===== config.mk =====
export PLATFORM = sky130hd
export DESIGN_NAME = mc_control_fsm
export DESIGN_NICKNAME = d
export VERILOG_FILES = /design/src/rtl/mc_control_fsm.sv
export SDC_FILE = /design/constraint.sdc
export NUM_CORES = 1
export LEC_CHECK = 0
export ABC_AREA = 1
export CORE_ASPECT_RATIO = 1.5
export CORE_UTILIZATION = 44
export CTS_BUF_LIST = sky130_fd_sc_hd__clkbuf_4 sky130_fd_sc_hd__clkbuf_8
export DETAILED_ROUTE_END_ITERATION = 16
export GPL_TIMING_DRIVEN = 0
export PLACE_DENSITY = 0.82
export REMOVE_ABC_BUFFERS = 1
export SETUP_SLACK_MARGIN = 0.2
export SLEW_MARGIN = 0
export SYNTH_ARGS = -nofsm -noshare
export SYNTH_HDL_FRONTEND = slang
export SYNTH_SLANG_ARGS = --single-unit

===== constraint.sdc =====
create_clock -name clk -period 1.9 [get_ports clk]
set_clock_uncertainty 0.15 [all_clocks]
set_input_delay 0.57 -clock clk [delete_from_list [all_inputs] [get_ports clk]]
set_output_delay 0.57 -clock clk [all_outputs]
set_load 0.03 [all_outputs]

===== src/rtl/mc_control_fsm.sv =====
// Multicycle datapath control FSM with mem_ready handshaking and wait timeout.
// Define MC_JAL_EN to enable the JAL state; otherwise opcode 000011 decodes to ERR.
//
// state  | meaning
// -------+-----------------------------------------------------------
// FETCH  | read instruction memory, write IR and PC+4 on mem_ready
// DECODE | decode opcode, precompute branch target in ALUOut
// MADDR  | compute memory address / immediate operand
// MEMLW  | read data memory, wait on mem_ready
// MEMR   | write loaded word (MDR) into rt
// MEMSW  | write data memory, wait on mem_ready
// EXEC   | R-type execute cycle
// RCOMP  | write R-type result into rd
// BRANCH | compare and conditionally update PC
// JUMP   | load jump target into PC
// IMM    | write immediate-ALU result into rt
// JR     | load rs into PC
// JAL    | load jump target into PC, link PC into r31
// ERR    | illegal opcode or memory timeout, sticky until reset
// INIT   | post-reset idle cycle
module mc_control_fsm #(
  parameter int TIMEOUT = 8,
  parameter int TOW     = 4
) (
  input  logic       clk,
  input  logic       rst,
  input  logic [5:0] opcode,
  input  logic [5:0] func,
  input  logic       mem_ready,
  output logic       PCWrite,
  output logic       PCWriteCond,
  output logic       PCWriteCondN,
  output logic       IorD,
  output logic       MemRead,
  output logic       MemWrite,
  output logic       IRWrite,
  output logic       RegWrite,
  output logic       ALUSrcA,
  output logic [1:0] PCSource,
  output logic [1:0] ALUSrcB,
  output logic [1:0] ALUOp,
  output logic [1:0] RegDst,
  output logic [1:0] MemtoReg,
  output logic [3:0] curr_state,
  output logic       err
);

  typedef enum logic [3:0] {
    S_FETCH  = 4'h0,
    S_DECODE = 4'h1,
    S_MADDR  = 4'h2,
    S_MEMLW  = 4'h3,
    S_MEMR   = 4'h4,
    S_MEMSW  = 4'h5,
    S_EXEC   = 4'h6,
    S_RCOMP  = 4'h7,
    S_BRANCH = 4'h8,
    S_JUMP   = 4'h9,
    S_IMM    = 4'hA,
    S_JR     = 4'hB,
`ifdef MC_JAL_EN
    S_JAL    = 4'hC,
`endif
    S_ERR    = 4'hE,
    S_INIT   = 4'hF
  } state_t;

  localparam logic [5:0] OP_R    = 6'b000000;
  localparam logic [5:0] OP_J    = 6'b000010;
  localparam logic [5:0] OP_JAL  = 6'b000011;
  localparam logic [5:0] OP_BEQ  = 6'b000100;
  localparam logic [5:0] OP_BNE  = 6'b000101;
  localparam logic [5:0] OP_ADDI = 6'b001000;
  localparam logic [5:0] OP_ANDI = 6'b001100;
  localparam logic [5:0] OP_ORI  = 6'b001101;
  localparam logic [5:0] OP_LW   = 6'b100011;
  localparam logic [5:0] OP_SW   = 6'b101011;
  localparam logic [5:0] FN_JR   = 6'b001000;

  // Count value on the last tolerated wait cycle; reaching it with mem_ready low times out.
  localparam logic [TOW-1:0] TO_LAST = (TIMEOUT > 0) ? TOW'(TIMEOUT - 1) : '0;

  state_t         state;
  state_t         next_state;
  logic [TOW-1:0] wait_cnt;
  logic           in_wait;
  logic           timeout_hit;

  assign in_wait     = (state == S_FETCH) || (state == S_MEMLW) || (state == S_MEMSW);
  assign timeout_hit = (TIMEOUT != 0) && in_wait && !mem_ready && (wait_cnt == TO_LAST);
  assign curr_state  = state;

  always_ff @(posedge clk) begin
    if (rst) begin
      state <= S_INIT;
    end else begin
      state <= next_state;
    end
  end

  // Cleared on entry and on every completed access; saturates when timeout is disabled.
  always_ff @(posedge clk) begin
    if (rst) begin
      wait_cnt <= '0;
    end else if (!in_wait || mem_ready || (next_state != state)) begin
      wait_cnt <= '0;
    end else if (wait_cnt != '1) begin
      wait_cnt <= wait_cnt + 1'b1;
    end
  end

  always_ff @(posedge clk) begin
    if (rst) begin
      err <= 1'b0;
    end else if (state == S_ERR) begin
      err <= 1'b1;
    end
  end

  always_comb begin
    next_state = state;
    case (state)
      S_INIT: next_state = S_FETCH;
      S_FETCH: begin
        if (mem_ready)        next_state = S_DECODE;
        else if (timeout_hit) next_state = S_ERR;
      end
      S_DECODE: begin
        case (opcode)
          OP_LW, OP_SW, OP_ADDI, OP_ANDI, OP_ORI: next_state = S_MADDR;
          OP_R:                                   next_state = S_EXEC;
          OP_BEQ, OP_BNE:                         next_state = S_BRANCH;
          OP_J:                                   next_state = S_JUMP;
`ifdef MC_JAL_EN
          OP_JAL:                                 next_state = S_JAL;
`else
          OP_JAL:                                 next_state = S_ERR;
`endif
          default:                                next_state = S_ERR;
        endcase
      end
      S_MADDR: begin
        case (opcode)
          OP_LW:                   next_state = S_MEMLW;
          OP_SW:                   next_state = S_MEMSW;
          OP_ADDI, OP_ANDI, OP_ORI: next_state = S_IMM;
          default:                 next_state = S_ERR;
        endcase
      end
      S_MEMLW: begin
        if (mem_ready)        next_state = S_MEMR;
        else if (timeout_hit) next_state = S_ERR;
      end
      S_MEMSW: begin
        if (mem_ready)        next_state = S_FETCH;
        else if (timeout_hit) next_state = S_ERR;
      end
      S_EXEC: next_state = (func == FN_JR) ? S_JR : S_RCOMP;
      S_MEMR, S_RCOMP, S_BRANCH, S_JUMP, S_IMM, S_JR: next_state = S_FETCH;
`ifdef MC_JAL_EN
      S_JAL: next_state = S_FETCH;
`endif
      S_ERR:   next_state = S_ERR;
      default: next_state = S_ERR;
    endcase
  end

  always_comb begin
    PCWrite      = 1'b0;
    PCWriteCond  = 1'b0;
    PCWriteCondN = 1'b0;
    IorD         = 1'b0;
    MemRead      = 1'b0;
    MemWrite     = 1'b0;
    IRWrite      = 1'b0;
    RegWrite     = 1'b0;
    ALUSrcA      = 1'b0;
    PCSource     = 2'b00;
    ALUSrcB      = 2'b00;
    ALUOp        = 2'b00;
    RegDst       = 2'b00;
    MemtoReg     = 2'b00;
    case (state)
      S_FETCH: begin
        MemRead = 1'b1;
        ALUSrcB = 2'b01;
        IRWrite = mem_ready;
        PCWrite = mem_ready;
      end
      S_DECODE: ALUSrcB = 2'b11;
      S_MADDR: begin
        ALUSrcA = 1'b1;
        ALUSrcB = 2'b10;
      end
      S_MEMLW: begin
        MemRead = 1'b1;
        IorD    = 1'b1;
      end
      S_MEMSW: begin
        MemWrite = 1'b1;
        IorD     = 1'b1;
      end
      S_MEMR: begin
        RegWrite = 1'b1;
        MemtoReg = 2'b01;
      end
      S_RCOMP: begin
        RegWrite = 1'b1;
        RegDst   = 2'b01;
        ALUOp    = 2'b10;
      end
      S_IMM: begin
        RegWrite = 1'b1;
        ALUSrcA  = 1'b1;
        ALUSrcB  = 2'b10;
        // ANDI/ORI: the ALU decoder picks the logic op from the opcode itself.
        ALUOp    = (opcode == OP_ADDI) ? 2'b00 : 2'b11;
      end
      S_BRANCH: begin
        ALUSrcA      = 1'b1;
        ALUOp        = 2'b01;
        PCSource     = 2'b01;
        PCWriteCond  = (opcode == OP_BEQ);
        PCWriteCondN = (opcode == OP_BNE);
      end
      S_JUMP: begin
        PCWrite  = 1'b1;
        PCSource = 2'b10;
      end
      S_JR: begin
        PCWrite  = 1'b1;
        PCSource = 2'b11;
      end
`ifdef MC_JAL_EN
      S_JAL: begin
        PCWrite  = 1'b1;
        PCSource = 2'b10;
        RegWrite = 1'b1;
        RegDst   = 2'b10;
        MemtoReg = 2'b10;
      end
`endif
      default: ;
    endcase
  end

endmodule


==> impl_metrics.toml <==
[status]
status = "finished with violations"
violations = "setup timing"

[sta]
timing.hold.ws_ns = 0.3381
maxSlewHeadroom = 0.5793
min_period_ns = 2.232
tightest_slew_ns = 0.6231
max_freq_mhz = 448.1
rsz0062_at_grt = "true"
setup_viol = 16
fin_crit_sh = 1.175
final_max_slew_viol_count = 0
setup_ws_ns = -0.3318
hold_viol = 0
fin_tns_setup_ns = -2.505

[synth]
synthSimpleGateAreaFrac = 0.5277
synth_top_family_by_area = "simple AND/OR/NAND/NOR gates"
yosysTopAreaCellShare = 0.1949
synth_largest_area_cell = "dfxtp_1"
synthAdderAreaFrac = 0.01353
synth_cells = 150
ys_ff_latch = 9
synth-xor-area-share = 0.009472
yosysSeqAreaShare = 0.1949
synth_compound_area_frac = 0.1123
syn_area_per_cell_um2 = 6.164
synth_area_leaders = "dfxtp_1 (19%), nand2_1 (11%), nor2_1 (11%)"
ys_types = 30
synth.area.mux_share = 0.01083
netlist_area_um2 = 924.6
yosys_warnings = 0

[critical_path]
start_kind = "primary input"
path_buf_inv = 2
cp_num_cells = 6
worstPathRequired_ns = 1.18
critPathTopFamily = "simple AND/OR/NAND/NOR gates"
worst-path-max-fanout = 3
critPathMostFrequentCell = "nand2_1"
critical_path_class = "in -> out"
critPathArrivalTime_ns = 1.51
path_cells = "buf_8 > nor4_4 > nand2_1 > nand2_2 > nand2_1 > buf_6"
cp_slowest_stage_delay_ns = 0.41
worst-r2r-cell-count = 13
cp_slowest_cell = "nor4_4"
end_kind = "output pin"

[power_and_ir_drop]
total_power_mw = 1.574
ir_drop_v = 0.0006518
powerDensity_nw_per_um2 = 901.9
leakage_nw = 0.9059
switchingPower_uw = 792.7
p_seq_frac = 0.192
comb_power_share = 0.705
clkPwrFrac = 0.103
intPower_uw = 781.5
p_sw_frac = 0.5035

[place]
placed_area_um2 = 1301
gp_congestion = 0.8687
dp_hpwl_um = 2084
dp.cells = 207
numPortBuffers = 36

[clock_network]
cts.htree.levels = 1
cts_root_buf = "clkbuf_4"
clock_path_buffers = 2
cts_made_buffers = 3
clk_pin_slew_ns = 0.06
clk_latency_ns = 0.26
cts_tree = "built"
cts_sinks = 9

[routing]
drtIter0Drc = 97
post-route-drc-count = 0
dr.pass1.iters = 5
route.vias.total = 1418
routed_wl_um = 4299
final_antenna_net_count = 0
wl_per_cell_um = 17.84
vias_per_cell = 5.884

[floorplanning]
chipHeight_um = 58.15
rows = 20
ioPinCount = 39
initial_core_util = 0.4619
die_w_um = 39.43
coreArea_um2 = 2002
die_area_um2 = 2293

[job]
maxCapViolCount = 0

[finish]
layout.cells.non_filler = 241
final_cell_mix = "buf_4 (30), nand2_1 (20), buf_6 (17), nor2_1 (16)"
drive_gt1_frac = 0.5845
nFillCells = 91
area_growth_syn_to_layout_pct = 88.77
layout.nets = 236
stdcell_area_um2 = 1745
antennaDiodeCount = 0
regArea_um2 = 197.7
multi_input_area_um2 = 777.0
layout_commonest_cell = "buf_4"

[global_route]
grtUsageTotal = 0.3115
grt_pass1_wl_um = 5147
grt_pass1_vias = 1290
grt_max_degree = 8
overflow = 0
antenna_found_initial = 0

[min_path]
hp-class = "reg -> reg"
min_path_cells = 2
==> cells by family (layout without fill, tap and decap cells) <==
| kind of cell | after synthesis | count (layout) |
|---|---|---|
| compound gates | 17 | 17 |
| mux | 1 | 1 |
| buf+inv | 29 | 97 |
| fa+ha+maj | 1 | 1 |
| simple gates | 91 | 91 |
| flops | 9 | 9 |
| other cells | 1 | 2 |
| xor+xnor | 1 | 1 |
==> per-stage QoR <==
stage / util / setup slack (ns)
floorplan: - / -0.5289
global placement: 0.6500 / -1.272
detailed placement: 0.6500 / -1.291
CTS: 0.7638 / -0.2211
global route: 0.8719 / -0.3569
finish: 0.8719 / -0.3318
==> flip-flops by register name (all words and copies together), names as in the netlist <==
register and flops:
wait_cnt 4, curr_state 4, err 1
==> area by class of cell <==
class / count / share of cell area
clock buffer: 4 / 0.01720
inverter: 27 / 0.06308
timing repair buffer: 66 / 0.3455
multi-input combinational: 113 / 0.4452
tap: 22 / 0.01577
sequential: 9 / 0.1133
==> final timing paths <==
kind / slack, ns / endpoint / start
max: -0.33 / ALUOp[0] / opcode[1]
max reg2reg: 0.09 / wait_cnt[2] / curr_state[1]
min reg2reg: 0.34 / err / err
min: 0.34 / err / err
==> Yosys cell counts, drive strengths merged <==
| cell | number |
|---|---|
| clkinv | 1 |
| nand2 | 34 |
| conb | 1 |
| nand3 | 12 |
| xnor2 | 1 |
| a31oi | 2 |
| o221ai | 1 |
| o21ai | 6 |
| buf | 2 |
| nand4 | 6 |
| a211oi | 1 |
| inv | 26 |
| ha | 1 |
| mux2i | 1 |
| or3 | 1 |
| nor2 | 36 |
| a21oi | 5 |
| nor4 | 1 |
| o311ai | 1 |
| nor3 | 1 |
| dfxtp | 9 |
| o21bai | 1 |
==> worst register-to-register path, cell delays in order (launching register included) <==
cell     delay (ns)
dfxtp_4        0.40
inv_4          0.06
nor2_4         0.14
inv_4          0.07
nor2_4         0.11
buf_4          0.12
buf_4          0.12
nand2_2        0.06
nand2_2        0.10
inv_1          0.06
nand4_1        0.09
nand2_2        0.08
nand2_4        0.10
nor2_2         0.04
==> routing by layer <==
layer	vias up	track usage	wire length (µm)
li1	619	-	-
met1	653	0.2727	1391
met2	106	0.5948	2229
met3	40	0.04598	387
met4	0	0.1921	292
met5	-	0	0
==> what timing repair did <==
item / CTS / global route
pin swaps: 10 / 26
hold buffers: 0 / 0
setup buffers: 13 / 17
setup endpoints to repair: 29 / 28
resized for setup: 188 / 48
cloned: 0 / 0
==> power groups by stage <==
stage          Sequential, mW  Clock (mW)  Combinational [mW]
6_report                0.302       0.163                1.11
5_1_grt                 0.305       0.173                1.17
4_1_cts                 0.291       0.166               0.868
3_5_place_dp            0.281           0               0.748
3_3_place_gp            0.281           0               0.734
2_1_floorplan           0.322           0               0.445
Power figures use the tool's default switching activity.
